$ cat src/rtl/instr_fetch_unit.sv
// Instruction fetch unit: owns the PC, drives the instruction memory byte pointer and
// registers the fetched 16-bit word for decode, with stall, redirect, halt and fault handling.
module instr_fetch_unit #(
  parameter int unsigned       ADDR_W    = 16,
  parameter logic [ADDR_W-1:0] RESET_PC  = '0,
  parameter int unsigned       MEM_BYTES = 100,
  parameter logic [3:0]        HALT_OPC  = 4'hF
) (
  input  logic              clk,
  input  logic              rst,
  output logic [ADDR_W-1:0] pointer,
  input  logic [15:0]       instr_in,
  input  logic              stall,
  input  logic              redirect_valid,
  input  logic [ADDR_W-1:0] redirect_target,
  output logic [15:0]       instr_out,
  output logic [ADDR_W-1:0] instr_pc,
  output logic              instr_valid,
  output logic              halted,
  output logic              fault
);

  localparam int unsigned INSTR_W = 16;
  localparam int unsigned EXT_W   = ADDR_W + 1;
  localparam logic [EXT_W-1:0] MEM_LIMIT = EXT_W'(MEM_BYTES);

  typedef enum logic [1:0] {
    ST_RUN   = 2'd0,
    ST_HALT  = 2'd1,
    ST_FAULT = 2'd2
  } state_e;

  state_e              state_q, state_d;
  logic [ADDR_W-1:0]   pc_q, pc_d;
  logic [INSTR_W-1:0]  instr_out_q, instr_out_d;
  logic [ADDR_W-1:0]   instr_pc_q, instr_pc_d;
  logic                instr_valid_q, instr_valid_d;
  logic                halted_q, halted_d;
  logic                fault_q, fault_d;

  logic [EXT_W-1:0]    pc_last_byte;
  logic [EXT_W-1:0]    tgt_last_byte;
  logic                pc_out_of_range;
  logic                tgt_illegal;

  // A fetch reads two bytes, so the second byte address must still be inside memory.
  always_comb begin
    pc_last_byte    = {1'b0, pc_q} + EXT_W'(1);
    tgt_last_byte   = {1'b0, redirect_target} + EXT_W'(1);
    pc_out_of_range = (pc_last_byte >= MEM_LIMIT);
    tgt_illegal     = redirect_target[0] || (tgt_last_byte >= MEM_LIMIT);
  end

  always_ff @(posedge clk or posedge rst) begin
    if (rst) begin
      state_q       <= ST_RUN;
      pc_q          <= RESET_PC;
      instr_out_q   <= '0;
      instr_pc_q    <= '0;
      instr_valid_q <= 1'b0;
      halted_q      <= 1'b0;
      fault_q       <= 1'b0;
    end else begin
      state_q       <= state_d;
      pc_q          <= pc_d;
      instr_out_q   <= instr_out_d;
      instr_pc_q    <= instr_pc_d;
      instr_valid_q <= instr_valid_d;
      halted_q      <= halted_d;
      fault_q       <= fault_d;
    end
  end

  // Next-state: redirect beats stall, stall beats the bounds check, bounds check beats capture.
  always_comb begin
    state_d       = state_q;
    pc_d          = pc_q;
    instr_out_d   = instr_out_q;
    instr_pc_d    = instr_pc_q;
    instr_valid_d = instr_valid_q;
    halted_d      = halted_q;
    fault_d       = fault_q;

    unique case (state_q)
      ST_RUN: begin
        if (redirect_valid) begin
          instr_valid_d = 1'b0;
          if (tgt_illegal) begin
            state_d = ST_FAULT;
            fault_d = 1'b1;
          end else begin
            pc_d = redirect_target;
          end
        end else if (stall) begin
          // hold everything
        end else if (pc_out_of_range) begin
          state_d       = ST_FAULT;
          fault_d       = 1'b1;
          instr_valid_d = 1'b0;
        end else begin
          instr_out_d   = instr_in;
          instr_pc_d    = pc_q;
          instr_valid_d = 1'b1;
          pc_d          = pc_q + ADDR_W'(2);
          if (instr_in[15:12] == HALT_OPC) begin
            state_d  = ST_HALT;
            halted_d = 1'b1;
          end
        end
      end
      ST_HALT: begin
        // The halt word is retired once decode accepts it.
        if (!stall) begin
          instr_valid_d = 1'b0;
        end
      end
      ST_FAULT: begin
        fault_d       = 1'b1;
        instr_valid_d = 1'b0;
      end
      default: begin
        state_d       = ST_FAULT;
        fault_d       = 1'b1;
        instr_valid_d = 1'b0;
      end
    endcase
  end

  assign pointer     = pc_q;
  assign instr_out   = instr_out_q;
  assign instr_pc    = instr_pc_q;
  assign instr_valid = instr_valid_q;
  assign halted      = halted_q;
  assign fault       = fault_q;

endmodule

$ cat config.mk
export PLATFORM = sky130hd
export DESIGN_NAME = instr_fetch_unit
export DESIGN_NICKNAME = d
export VERILOG_FILES = /design/src/rtl/instr_fetch_unit.sv
export SDC_FILE = /design/constraint.sdc
export NUM_CORES = 1
export LEC_CHECK = 0
export ABC_AREA = 1
export BUFFER_PORTS_ARGS = -buffer_cell sky130_fd_sc_hd__buf_2
export CAP_MARGIN = 0
export CORE_ASPECT_RATIO = 2
export CORE_MARGIN = 2
export CORE_UTILIZATION = 54
export CTS_BUF_LIST = sky130_fd_sc_hd__clkbuf_8
export DETAILED_ROUTE_END_ITERATION = 12
export PLACE_DENSITY = 0.82
export SLEW_MARGIN = 10
export SYNTH_ARGS = -nofsm -noshare
export SYNTH_HDL_FRONTEND = slang
export SYNTH_SLANG_ARGS = --single-unit
$ cat constraint.sdc
create_clock -name clk -period 2.2 [get_ports clk]
set_input_delay 0.33 -clock clk [delete_from_list [all_inputs] [get_ports clk]]
set_output_delay 0.33 -clock clk [all_outputs]
set_load 0.03 [all_outputs]
**After elaboration in Yosys (flattened, before gate mapping)**

Index checks and enable logic that the tools add are counted.

- Output and inout bits: 51
- Register bits after elaboration: 53
- Input port bits: 36
- Logic and storage cells: 57

- Equal/unequal tests: 11
- Add/subtract/negate cells: 3
- $lt $le $gt $ge: 2
- Muxes and demuxes: 20
- Reduce and logical (&&, ||, !) cells: 9
- Bitwise gates (word level): 5

Operators with widths:

| operator | number |
|---|---|
| $mux 16 | 4 |
| $add 16x1->17 const B | 2 |
| $ge 17x7->1 const B | 2 |
| $add 16x2->16 const B | 1 |
| $reduce_and 4->1 | 4 |
| $mux 2 | 5 |
| $ne 3x3->1 const B | 3 |
| $mux 1 | 8 |
| $ne 2x2->1 const B | 3 |
| $not 1->1 | 5 |
| $reduce_and 5->1 | 1 |
| $eq 4x4->1 const B | 1 |
| $ne 4x4->1 const B | 1 |
| $pmux 1 s2 | 2 |
| $pmux 2 s2 | 1 |
| $eq 2x1->1 const B | 1 |
| $eq 2x2->1 const B | 1 |
| $logic_not 2->1 | 1 |
| $ne 2x1->1 const B | 1 |
| $reduce_and 2->1 | 1 |
| $reduce_or 2->1 | 1 |
| $logic_or 1x1->1 | 1 |

**Depth between registers and ports, before layout**

- Depth after elaboration: 6
- Depth in mapped cells: 17
- Depth with buffers taken out: 15

**Worst setup path after synthesis**

Ideal clock, no wire load.

- Kind: register to register
- Start: register pc_q[1], in the netlist pointer[1]
- End: register instr_out_q[0], in the netlist instr_out[0]
- Clock period less this slack: 2185 ps
- Path slack: 15 ps
- Library setup time: 117 ps
- Stages on the path, launching flop included: 16
- Path buffers: 1
- Data required time: 2083 ps
- Data arrival time: 2068 ps
- Cell sequence: dfrtp_1 > ha_1 > nand2_1 > inv_1 > nand3_1 > nand2_1 > nand2_1 > nor2_1 > nand2_1 > nor2_1 > nand2_2 > inv_2 > nand2_4 > buf_4 > nand2_1 > nand2_1

- Word-level cells in the longest chain between the ends: 4

RTL lines:

| element | line | source |
|---|---|---|
| from (decl) | 34 | `logic [ADDR_W-1:0] pc_q, pc_d;` |
| from (signal assigned) | 65 | `pc_q <= pc_d;` |
| $add 16x1->17 | 48 | `pc_last_byte = {1'b0, pc_q} + EXT_W'(1);` |
| $ge 17x7->1 | 50 | `pc_out_of_range = (pc_last_byte >= MEM_LIMIT);` |
| $not 1->1 (no source line) | -- |  |
| $reduce_and 4->1 (no source line) | -- |  |
| to (signal assigned) | 66 | `instr_out_q <= instr_out_d;` |
| to (decl) | 35 | `logic [INSTR_W-1:0] instr_out_q, instr_out_d;` |

No other way between the ends.
A chain may end at the register's enable or synchronous reset.

**Worst setup path after layout**

- Start: register pc_q[5], in the netlist pointer[5]
- End: register instr_out_q[14], in the netlist instr_out[14]

Same word-level chain as after synthesis.

==> impl_metrics.ini <==
[outcome]
outcome = complete, no violations

[critical_path]
crit_top_cell = nand2_1
cp_slowest_cell = dfrtp_1
crit_family = simple AND/OR/NAND/NOR gates
endpoint_kind = register
r2r_cells = 12
r2r-end = instr_out[14]
crit_type = register to register
required_ps = 2420
r2r_setup_slack_ps = 160
crit_buf_inv = 2
crit_path_max_incr_delay_ps = 450
crit_path_start_kind = register
cp_max_fo = 17
worstPathArrival_ps = 2260
reg2reg_from = pointer[5]
path_cells = nand2_1 > nor2_1 > nand3_1 > nand3_1 > nand4_1 > nor2_2 > nand2_2 > inv_4 > nand2_8 > buf_12 > nand2_1 > nand2_1

[clock_tree]
clkSlewWorstSetupHoldPaths_ps = 100
clk_path_buf_depth = 2
worstSkewPairLatency_ps = 320
cts.sinks = 53
tritoncts = done
numCtsBuffers = 5
h-tree-depth = 2
cts-root-buf = clkbuf_8

[detailed_routing]
firstDrtPassIters = 5
post_drt_wl_per_cell_um = 13.7
route.detailed.drc = 0
vias_per_cell = 5.31
drt_iter0_drc = 225
wl_um = 8440
ant_nets = 0
vias = 3269

[global_route]
grt_max_degree = 30
grt_overflow = 0
grt_pass1_wl_um = 14000
grt.total_usage = 0.276
antenna_found_initial = 0
grt_pass1_vias = 3060

[floorplanning]
io_pins = 87
rows = 39
dieArea_um2 = 6420
start_util = 0.554
die_x_um = 57.6
coreArea_um2 = 5610
die_y_um = 111

[yosys]
synth_top_family_by_area = simple AND/OR/NAND/NOR gates
synth.distinct_cells = 30
synthAdderAreaFrac = 0.0121
synthMuxAreaShare = 0
syn_area_um2 = 3110
synth.top_cell.area_share = 0.427
synth_area_leader_cell = dfrtp_1
syn_inst = 451
syn_nets = 490
ys_ff_latch = 53
synth-simple-area-share = 0.402
synth_compound_area_frac = 0.0616
synth_area_leaders = dfrtp_1 (43%), nand2_1 (22%), inv_1 (5.9%)
ys_seq_area_frac = 0.427
synth_xor_area_frac = 0.00845
ys_warn_count = 0
avgSynthCellArea_um2 = 6.89

[sta]
hold_slack_ps = 49.9
period_needed_ps = 2040
slew_headroom = 0.621
hold_viol = 0
setup-tns-final_ps = 0
period_share = 0.929
rsz0062_at_grt = no
setup_violations = 0
maxSlewViolCount = 0
tightest_slew_ps = 567
clock_skew_ps = 10.8
max_freq_mhz = 489

[pwr]
power_density_nw_per_um2 = 500
p_leak_nw = 2.34
ir_drop_mv = 0.578

[layout]
drive_above_1_share = 0.254
syn2layout_area_growth_pct = 25.5
antennaDiodeCount = 0
final_nets = 593

[min_path]
hold_path_class = input pin to asynchronous set/reset pin

[placement]
dpl.hpwl_um = 6270
gp_congestion = 0.979
io_buffers = 86

[job]
max-cap-violations = 0
==> report_power, final <==
part / switching, mW / internal (mW) / total [mW]
Sequential: 0.0123 / 0.986 / 0.999
Combinational: 0.173 / 0.104 / 0.277
Clock: 0.336 / 0.338 / 0.674
==> per-layer routing <==
| metal | vias to the layer above | GRT usage | share of wire | wire, um |
|---|---|---|---|---|
| li1 | 1618 | - | - | - |
| met1 | 1483 | 0.373 | 0.43 | 3630 |
| met2 | 140 | 0.423 | 0.48 | 4010 |
| met3 | 28 | 0.0467 | 0.064 | 537 |
| met4 | 0 | 0.130 | 0.031 | 258 |
| met5 | - | 0 | 0 | 0 |
==> logic make-up (layout without fill, tap and decap cells) <==
logic type | after synthesis | after routing
XOR/XNOR | 3 | 3
adder cells (fa/ha/maj) | 3 | 3
flip-flops | 53 | 53
buffers and inverters | 61 | 163
AO/OA/AOI/OAI | 36 | 36
AND/OR/NAND/NOR | 295 | 297
==> stage by stage <==
stage	setup slack, ps	power (mW)	utilization	instances	instance area (um2)
2_1_floorplan	15.0	1.17	-	451	3110
4_1_cts	17.4	1.93	0.679	613	3810
3_3_place_gp	20.6	1.27	0.656	605	3680
6_report	156	1.95	0.695	616	3900
3_5_place_dp	-103	1.27	0.656	605	3680
5_1_grt	7.37	2.04	0.695	616	3900
==> worst reg2reg max path, cell delays in order (launching register included) <==
cell and delay (ps):
dfrtp_1 450, nand2_1 130, nor2_1 270, nand3_1 120
nand3_1 110, nand4_1 120, nor2_2 160, nand2_2 100
inv_4 90, nand2_8 100, buf_12 180, nand2_1 60
nand2_1 50
==> state kept, by name (all words and copies together), names as in the netlist <==
register	cells
pointer	16
instr_out	16
state_q	2
instr_valid	1
halted	1
instr_pc	16
fault	1
==> area by class of cell <==
type | count | area [um2]
clock buffer | 5 | 68.8
clock inverter | 3 | 42.5
fill | 469 | 1710
inverter | 52 | 203
multi-input combinational | 339 | 1600
sequential | 53 | 1330
tap | 61 | 76.3
timing repair buffer | 103 | 583
==> timing repair <==
item                       in CTS  in global routing
gates resized for setup         3                 17
cloned                          0                  2
pin swaps                       0                  3
hold buffers                    0                  0
hold endpoints to repair        0                  0
setup endpoints to repair      26                 44
setup buffers                   0                  1
==> placed cells by master, fill, tap and decap left out, drive strengths merged <==
cell,instances
a21oi,12
a31oi,2
buf,103
bufinv,1
clkbuf,5
clkinv,2
dfrtp,53
ha,3
inv,52
nand2,191
nand3,32
nand3b,2
nand4,13
nor2,55
nor3,3
o21ai,20
o21bai,2
or2,1
xnor2,1
xor2,2
==> worst max-delay path by stage <==
stage	slack (ps)	start	cells after the start	to
3_3_place_gp	20	pointer[1]	13	instr_out[11]
2_1_floorplan	20	pointer[1]	15	instr_out[0]
6_report	160	pointer[5]	12	instr_out[14]
5_1_grt	7	pointer[6]	12	instr_out[11]
4_1_cts	20	pointer[1]	13	instr_out[14]
3_5_place_dp	-100	pointer[1]	13	instr_out[2]
==> cells in the mapped netlist <==
master    instances
dfrtp_1          53
nor2_8            1
o21bai_1          1
nor2_2            4
inv_1            49
nand3b_1          2
nand2_1         182
buf_4             2
nand4_1          13
a31oi_1           2
buf_8             1
inv_6             1
o21ai_0          11
o21bai_2          1
nor3_1            3
buf_6             3
nand2_2           6
xor2_1            2
nand3_1          32
nand2_4           2
a21oi_1          12
xnor2_1           1
ha_1              3
nor2_1           49
o21ai_1           9
or2_2             1
inv_2             1
buf_2             1
clkbuf_1          2
clkinv_1          1
Power figures use the tool's default switching activity.
